--- src/rtl/filter_mode_ctrl.sv ---
// filter_mode_ctrl: sequencer in front of the moving-average filter.
// Accepts mode-change requests, drives the filter's filt_sel and sclr, and
// mutes the filtered stream until the delay line holds valid history again.
module filter_mode_ctrl #(
  parameter int         BIT_WIDTH    = 16,
  parameter int         FLUSH_CYCLES = 2,
  parameter logic [1:0] INIT_MODE    = 2'b00,
  parameter int         PIPE_LAT     = 2
) (
  input  logic                 clk,
  input  logic                 rst_n,
  input  logic [1:0]           i_mode_req,
  input  logic                 i_mode_req_valid,
  output logic                 o_mode_req_ready,
  input  logic                 i_flush_req,
  output logic [1:0]           o_filt_sel,
  output logic                 o_sclr,
  input  logic [BIT_WIDTH-1:0] i_q_in,
  output logic [BIT_WIDTH-1:0] o_q_out,
  output logic                 o_mute,
  output logic                 o_mode_done
);

  typedef enum logic [1:0] {
    ST_FLUSH  = 2'd0,
    ST_SETTLE = 2'd1,
    ST_RUN    = 2'd2
  } state_t;

  localparam logic [7:0] FLUSH_LOAD = 8'(FLUSH_CYCLES - 1);

  // Settle length minus one: history taps of the selected mode plus the
  // filter's output pipeline, so the first unmuted sample is fully valid.
  function automatic logic [7:0] settle_load(input logic [1:0] mode);
    int hist;
    case (mode)
      2'b00:   hist = 0;
      2'b01:   hist = 1;
      2'b10:   hist = 3;
      default: hist = 7;
    endcase
    return 8'(hist + PIPE_LAT - 1);
  endfunction

  state_t     r_state;
  logic [7:0] r_cnt;
  logic [1:0] r_filt_sel;
  logic       r_pend;      // current sequence began with an accepted request
  logic       r_sclr;
  logic       r_mute;
  logic       r_ready;
  logic       r_done;
  logic [BIT_WIDTH-1:0] r_q_out;

  state_t     w_next_state;
  logic [7:0] w_next_cnt;
  logic [1:0] w_next_sel;
  logic       w_next_pend;
  logic       w_next_done;
  logic       w_accept;

  assign w_accept = i_mode_req_valid & r_ready;

  // Next-state decode; every output register is loaded from this decode.
  always_comb begin
    // NOTE: every variable gets a default before the case so no path leaves
    // one unassigned, which would otherwise infer a latch.
    w_next_state = r_state;
    w_next_cnt   = r_cnt;
    w_next_sel   = r_filt_sel;
    w_next_pend  = r_pend;
    w_next_done  = 1'b0;
    case (r_state)
      ST_RUN: begin
        if (w_accept) begin
          if ((i_mode_req != r_filt_sel) || i_flush_req) begin
            // A simultaneous flush_req folds into the one mode flush.
            w_next_state = ST_FLUSH;
            w_next_cnt   = FLUSH_LOAD;
            w_next_sel   = i_mode_req;
            w_next_pend  = 1'b1;
          end else begin
            w_next_done  = 1'b1;
          end
        end else if (i_flush_req) begin
          w_next_state = ST_FLUSH;
          w_next_cnt   = FLUSH_LOAD;
          w_next_pend  = 1'b0;
        end
      end
      ST_FLUSH: begin
        if (i_flush_req) begin
          w_next_cnt = FLUSH_LOAD;
        end else if (r_cnt == 8'd0) begin
          w_next_state = ST_SETTLE;
          w_next_cnt   = settle_load(r_filt_sel);
        end else begin
          w_next_cnt = r_cnt - 8'd1;
        end
      end
      ST_SETTLE: begin
        if (i_flush_req) begin
          w_next_state = ST_FLUSH;
          w_next_cnt   = FLUSH_LOAD;
        end else if (r_cnt == 8'd0) begin
          w_next_state = ST_RUN;
          w_next_done  = r_pend;
          w_next_pend  = 1'b0;
        end else begin
          w_next_cnt = r_cnt - 8'd1;
        end
      end
      default: begin
        w_next_state = ST_FLUSH;
        w_next_cnt   = FLUSH_LOAD;
        w_next_pend  = 1'b0;
      end
    endcase
  end

  // State, counter and registered outputs; reset starts the initial flush.
  always_ff @(posedge clk or negedge rst_n) begin
    if (!rst_n) begin
      r_state    <= ST_FLUSH;
      r_cnt      <= FLUSH_LOAD;
      r_filt_sel <= INIT_MODE;
      r_pend     <= 1'b0;
      r_sclr     <= 1'b1;
      r_mute     <= 1'b1;
      r_ready    <= 1'b0;
      r_done     <= 1'b0;
      r_q_out    <= '0;
    end else begin
      // NOTE: non-blocking assignments so every register samples the values
      // from before this edge, independent of statement order.
      r_state    <= w_next_state;
      r_cnt      <= w_next_cnt;
      r_filt_sel <= w_next_sel;
      r_pend     <= w_next_pend;
      r_sclr     <= (w_next_state == ST_FLUSH);
      r_mute     <= (w_next_state != ST_RUN);
      r_ready    <= (w_next_state == ST_RUN);
      r_done     <= w_next_done;
      r_q_out    <= (w_next_state == ST_RUN) ? i_q_in : '0;
    end
  end

  assign o_mode_req_ready = r_ready;
  assign o_filt_sel       = r_filt_sel;
  assign o_sclr           = r_sclr;
  assign o_mute           = r_mute;
  assign o_mode_done      = r_done;
  assign o_q_out          = r_q_out;

endmodule

--- config.mk ---
export PLATFORM = sky130hd
export DESIGN_NAME = filter_mode_ctrl
export DESIGN_NICKNAME = d
export VERILOG_FILES = /design/src/rtl/filter_mode_ctrl.sv
export SDC_FILE = /design/constraint.sdc
export NUM_CORES = 1
export LEC_CHECK = 0
export ABC_AREA = 1
export CAP_MARGIN = 20
export CELL_PAD_IN_SITES_DETAIL_PLACEMENT = 0
export CELL_PAD_IN_SITES_GLOBAL_PLACEMENT = 1
export CORE_AREA = 3 3 66 93
export CTS_CLUSTER_DIAMETER = 80
export CTS_CLUSTER_SIZE = 25
export DETAILED_ROUTE_END_ITERATION = 8
export DIE_AREA = 0 0 69 96
export GPL_ROUTABILITY_DRIVEN = 1
export PLACE_DENSITY = 0.8
export SLEW_MARGIN = 40
export SYNTH_ARGS = -nofsm -noshare
export SYNTH_HDL_FRONTEND = slang
export SYNTH_SLANG_ARGS = --single-unit
--- constraint.sdc ---
create_clock -name clk -period 1.8 [get_ports clk]
set_clock_uncertainty 0.1 [all_clocks]
set_input_delay 0.45 -clock clk [delete_from_list [all_inputs] [get_ports clk]]
set_output_delay 0.45 -clock clk [all_outputs]
set_load 0.01 [all_outputs]
After elaboration in Yosys (flattened, before gate mapping):

Cells that the tools add are included.

* word-level logic and storage cells: 66
* bits in registers: 33
* input port bits: 22

* equality and inequality tests: 12
* $add $sub $neg: 3
* multiplexer cells: 32
* reductions and logical operators: 8
* bitwise operators: 2

Operators by type and width (count)
* $mux 8: 10
* $pmux 8 s3: 1
* $mux 16: 1
* $mux 2: 7
* $mux 1: 9
* $ne 3x3->1 const B: 3
* $pmux 3 s3: 1
* $add 8x3->8 const B: 1
* $logic_not 8->1: 1
* $sub 8x1->8 const B: 1
* $sub 8x2->8 const B: 1
* $eq 2x2->1 const B: 3
* $logic_not 2->1: 3
* $ne 2x2->1 const B: 3
* $pmux 2 s3: 1
* $reduce_and 3->1: 2
* $reduce_and 5->1: 1
* $eq 2x1->1 const B: 2
* $pmux 1 s3: 1
* $ne 2x2->1: 1
* $pmux 1 s2: 1
* $and 1x1->1: 1
* $logic_or 1x1->1: 1
* $not 1->1: 1

Depth between registers and ports, before layout:

* word-level depth: 10
* mapped depth: 12

Least setup slack after synthesis:

OpenSTA, ideal clock, no wires.

* path type: reg2reg
* from: reg r_cnt[0]
* to: reg r_ready, in the netlist o_mode_req_ready
* data arrival time: 1520 ps
* slack: 62 ps
* stages on the path, launching flop included: 12
* setup time: 118 ps
* required time: 1582 ps
* path through: dfstp_2 inv_1 ha_1 nand2_1 inv_1 nand2_2 nand3b_1 nand2_1 nor2_2 nand3_4 buf_6 inv_1

* longest elaborated chain between the ends: 5
* elaborated cells between the ends (all ways): 7
* classes of those cells: eq/ne: 1; mux: 5; reduce/logical: 1

Ends and longest elaborated chain
* start, declared: RTL line 46 `logic [7:0] r_cnt;`
* start signal, assigned: RTL line 137 `r_cnt <= w_next_cnt;`
* $logic_not 8->1 *: RTL line 94, 105
* $mux 2, on equally long branches: RTL line 105, 94
* $mux 2, on equally long branches: RTL line 102, 92
* $pmux 2 s3 *: RTL line 73 `case (r_state)`
* $eq 2x2->1 *: RTL line 142 `r_ready <= (w_next_state == ST_RUN);`
* end signal, assigned: RTL line 142
* end, declared: RTL line 51 `logic r_ready;`

Mark *: on every way between the ends. The rest lies on a longest branch, timed or not.
A chain may end at the register's enable or synchronous reset.

Worst setup path after layout:

* from: reg r_cnt[0]
* to: reg r_sclr, in the netlist o_sclr

* longest elaborated chain between the ends: 5
* elaborated cells between the ends (all ways): 7
* classes of those cells: mux: 5; reduce/logical: 2

Ends and longest elaborated chain
* $logic_not 8->1 *: RTL line 94, 105
* $mux 2, on equally long branches: RTL line 105, 94
* $mux 2, on equally long branches: RTL line 102, 92
* $pmux 2 s3 *: RTL line 73
* via w_next_state[0]: RTL line 55 `state_t w_next_state;`
* $logic_not 2->1 *: RTL line 140 `r_sclr <= (w_next_state == ST_FLUSH);`
* end signal, assigned: RTL line 140
* end, declared: RTL line 49 `logic r_sclr;`

Mark *: on every way through the listed nets, which the timed path passes. The rest lies on a longest branch.

==> metrics.yaml <==
antenna_cells: 0
vias: 1590
slew_headroom: 0.743
fill_cells: 534
post-route-period-util: 0.973
grtUsageTotal: 0.134
ir_drop_mv: 0.768
cp-end-kind: "flop"
finalPower_w: 0.00405
critPathMaxFanout: 5
clock_path_buffers: 2
ys_warn_count: 0
hold_viol: 0
p_clk_frac: 0.182
viasPerCell: 4.38
drv_cap: 0
drtPass1Iterations: 4
netlist.area_leader.share: 0.442
dpl_cell_area_um2: 2420
synth.distinct_cells: 26
gp_congestion: 0.812
drcViolationCount: 0
synth_flop_cell: "dfrtp_1"
fin_area_um2: 2790
io_pins: 44
place.port_buffers: 43
worstSetupPathType: "reg -> reg"
hold_buffers: 0
synth_async_sr_flop_share: 1.00
grt_max_degree: 34
worst_pin_slew_ns: 0.384
cts_buffers: 5
hold_end: "o_filt_sel[1]"
ys_ff_latch: 33
grt_setup_unrepaired: "true"
required_ns: 1.92
nNetsFinal: 322
post-synth-top-count-cell: "nand2_1"
p_int_w: 0.00249
fp.dieW_um: 69
synthTopCellsByCount: "nand2_1, inv_1, dfrtp_1"
grt_pass1_wl_mm: 7.03
final_util: 0.512
regArea_um2: 832
p_per_area_nw_per_um2: 1450
r2r-start: "r_cnt[0]"
slew_violations: 0
min_period_ns: 1.75
max_freq_ghz: 0.571
seqPwrFrac: 0.262
p_sw_w: 0.00156
postRouteAntennaNets: 0
min_path_type: "in -> reg"
status: "complete, no violations"
start_util: 0.312
setup_viol: 0
synth_edf_count: 0
dp_hpwl_mm: 3.04
worstHoldStart: "i_mode_req[1]"
clk_latency_ns: 0.28
drive_above_1_share: 0.336
initialDrtViolationCount: 24
cts_tree: "done"
holdWs_ns: 0.381
placementRows: 32
htreeDepth: 2
cts.sinks: 33
wl_per_cell_um: 11.9
postSynthAreaPerCell_um2: 8.16
p_sw_frac: 0.385
reg2reg_depth: 13
syn_inst: 208
synth_top_cells_by_area: "dfrtp_1, nand2_1, inv_1"
syn_nets: 236
grt_antenna_before_repair: 0
synth-seq-area-share: 0.489
r2r_slack_ns: 0.05
p_leak_nw: 1.40
syn2layout_area_growth_pct: 64.2
worstReg2RegEnd: "o_sclr"
overflow: 0
clk_pin_slew_ns: 0.07
worstSetupStartpointType: "flop"
synth_top_cell_by_area: "dfrtp_1"
synth_area_um2: 1700
die_area_um2: 6620
wirelength_mm: 4.30
multi_input_comb_area_um2: 868
grt_pass1_vias: 1613
root_buffer: "clkbuf_8"
dieHeight_um: 96
whs_path_depth: 3
fp.coreArea_um2: 5450
comb_power_share: 0.556
arrival_ns: 1.87
==> registers in the layout, summed over array words and instances, names as in the netlist <==
signal and cells:
r_pend 1, o_sclr 1, o_mute 1, o_filt_sel 2, o_q_out 16, o_mode_done 1, o_mode_req_ready 1, r_state 2
r_cnt 8
==> logic make-up after synthesis <==
logic type,Yosys count,share of synthesized area
flip-flops,33,0.489
buffers and inverters,43,0.105
XOR/XNOR,6,0.0310
AO/OA/AOI/OAI,20,0.0641
AND/OR/NAND/NOR,100,0.267
adder cells (fa/ha/maj),6,0.0442
==> worst max-delay path: stages, from the launching register on <==
cell and delay (ns):
dfstp_2 0.52, inv_2 0.04, ha_4 0.15, nand2_4 0.06
inv_2 0.03, nand2_2 0.09, buf_6 0.11, nand3b_1 0.07
nand2_1 0.08, nor2_2 0.04, buf_6 0.14, buf_6 0.12
nor2_4 0.08, nor2_2 0.04
==> per-layer routing <==
layer,global-route usage,vias to the layer above,part of all wire
li1,-,804,-
met1,0.127,750,0.34
met2,0.272,33,0.59
met3,0.0408,3,0.057
met4,0.0423,0,0.0056
met5,0,-,0
==> what timing repair did <==
action | CTS | global route
pin swaps | 7 | 15
gates resized for setup | 22 | 34
endpoints found under the setup margin | 29 | 26
gates cloned | 3 | 0
setup buffers | 2 | 6
==> final cells by class <==
cell class                      instances  area share
Multi-Input combinational cell        135       0.311
Sequential cell                        33       0.298
Timing Repair Buffer                   79       0.263
Inverter                               40      0.0539
Tap cell                               68      0.0305
Clock buffer                            6      0.0296
Clock inverter                          2      0.0135
==> power by group through the flow <==
stage                     Combinational, W  Clock [W]  Sequential (W)
after CTS                          0.00205   0.000758         0.00105
after floorplan                   0.000964          0         0.00112
final                              0.00225   0.000735         0.00106
after detailed placement           0.00184          0         0.00107
after global placement             0.00182          0         0.00106
after global routing               0.00249   0.000795         0.00108
==> metrics by stage <==
| stage | setup WS [ns] | instances | setup TNS [ns] |
|---|---|---|---|
| CTS | 0.000402 | 357 | 0 |
| detailed placement | -0.378 | 345 | -9.07 |
| global placement | -0.321 | 345 | -8.10 |
| global route | -0.0272 | 363 | -0.178 |
| floorplan | 0.0619 | 208 | 0 |
| finish | 0.0495 | 363 | 0 |
==> layout by cell type (no fill, tap or decap), types with 2 or more instances in the layout <==
cell	instances
dlymetal6s2s_1	2
a21oi_1	2
nor2_1	11
nand2_2	5
a21oi_2	2
o21ai_1	3
buf_4	30
dfrtp_2	2
nand3_4	6
inv_1	34
dlygate4sd2_1	4
dfstp_2	3
clkbuf_8	6
nand4_1	2
inv_2	6
ha_2	3
o21ai_0	9
clkdlybuf4s50_1	37
xor2_1	3
ha_1	2
xnor2_1	2
dfrtp_1	28
nor2_2	18
buf_6	5
nand2_1	46
nand3_1	5
nor2_4	5
==> worst max path at each step <==
| stage | depth (start not counted) | startpoint | end | slack [ns] |
|---|---|---|---|---|
| finish | 13 | r_cnt[0] | o_sclr | 0.05 |
| floorplan | 11 | r_cnt[0] | o_mode_req_ready | 0.06 |
| global placement | 11 | i_mode_req[1] | o_q_out[6] | -0.32 |
| CTS | 11 | r_cnt[0] | o_q_out[6] | 0.0004 |
| global route | 12 | r_cnt[1] | o_q_out[2] | -0.03 |
| detailed placement | 11 | i_mode_req[1] | o_q_out[3] | -0.38 |
Power figures use the tool's default switching activity.
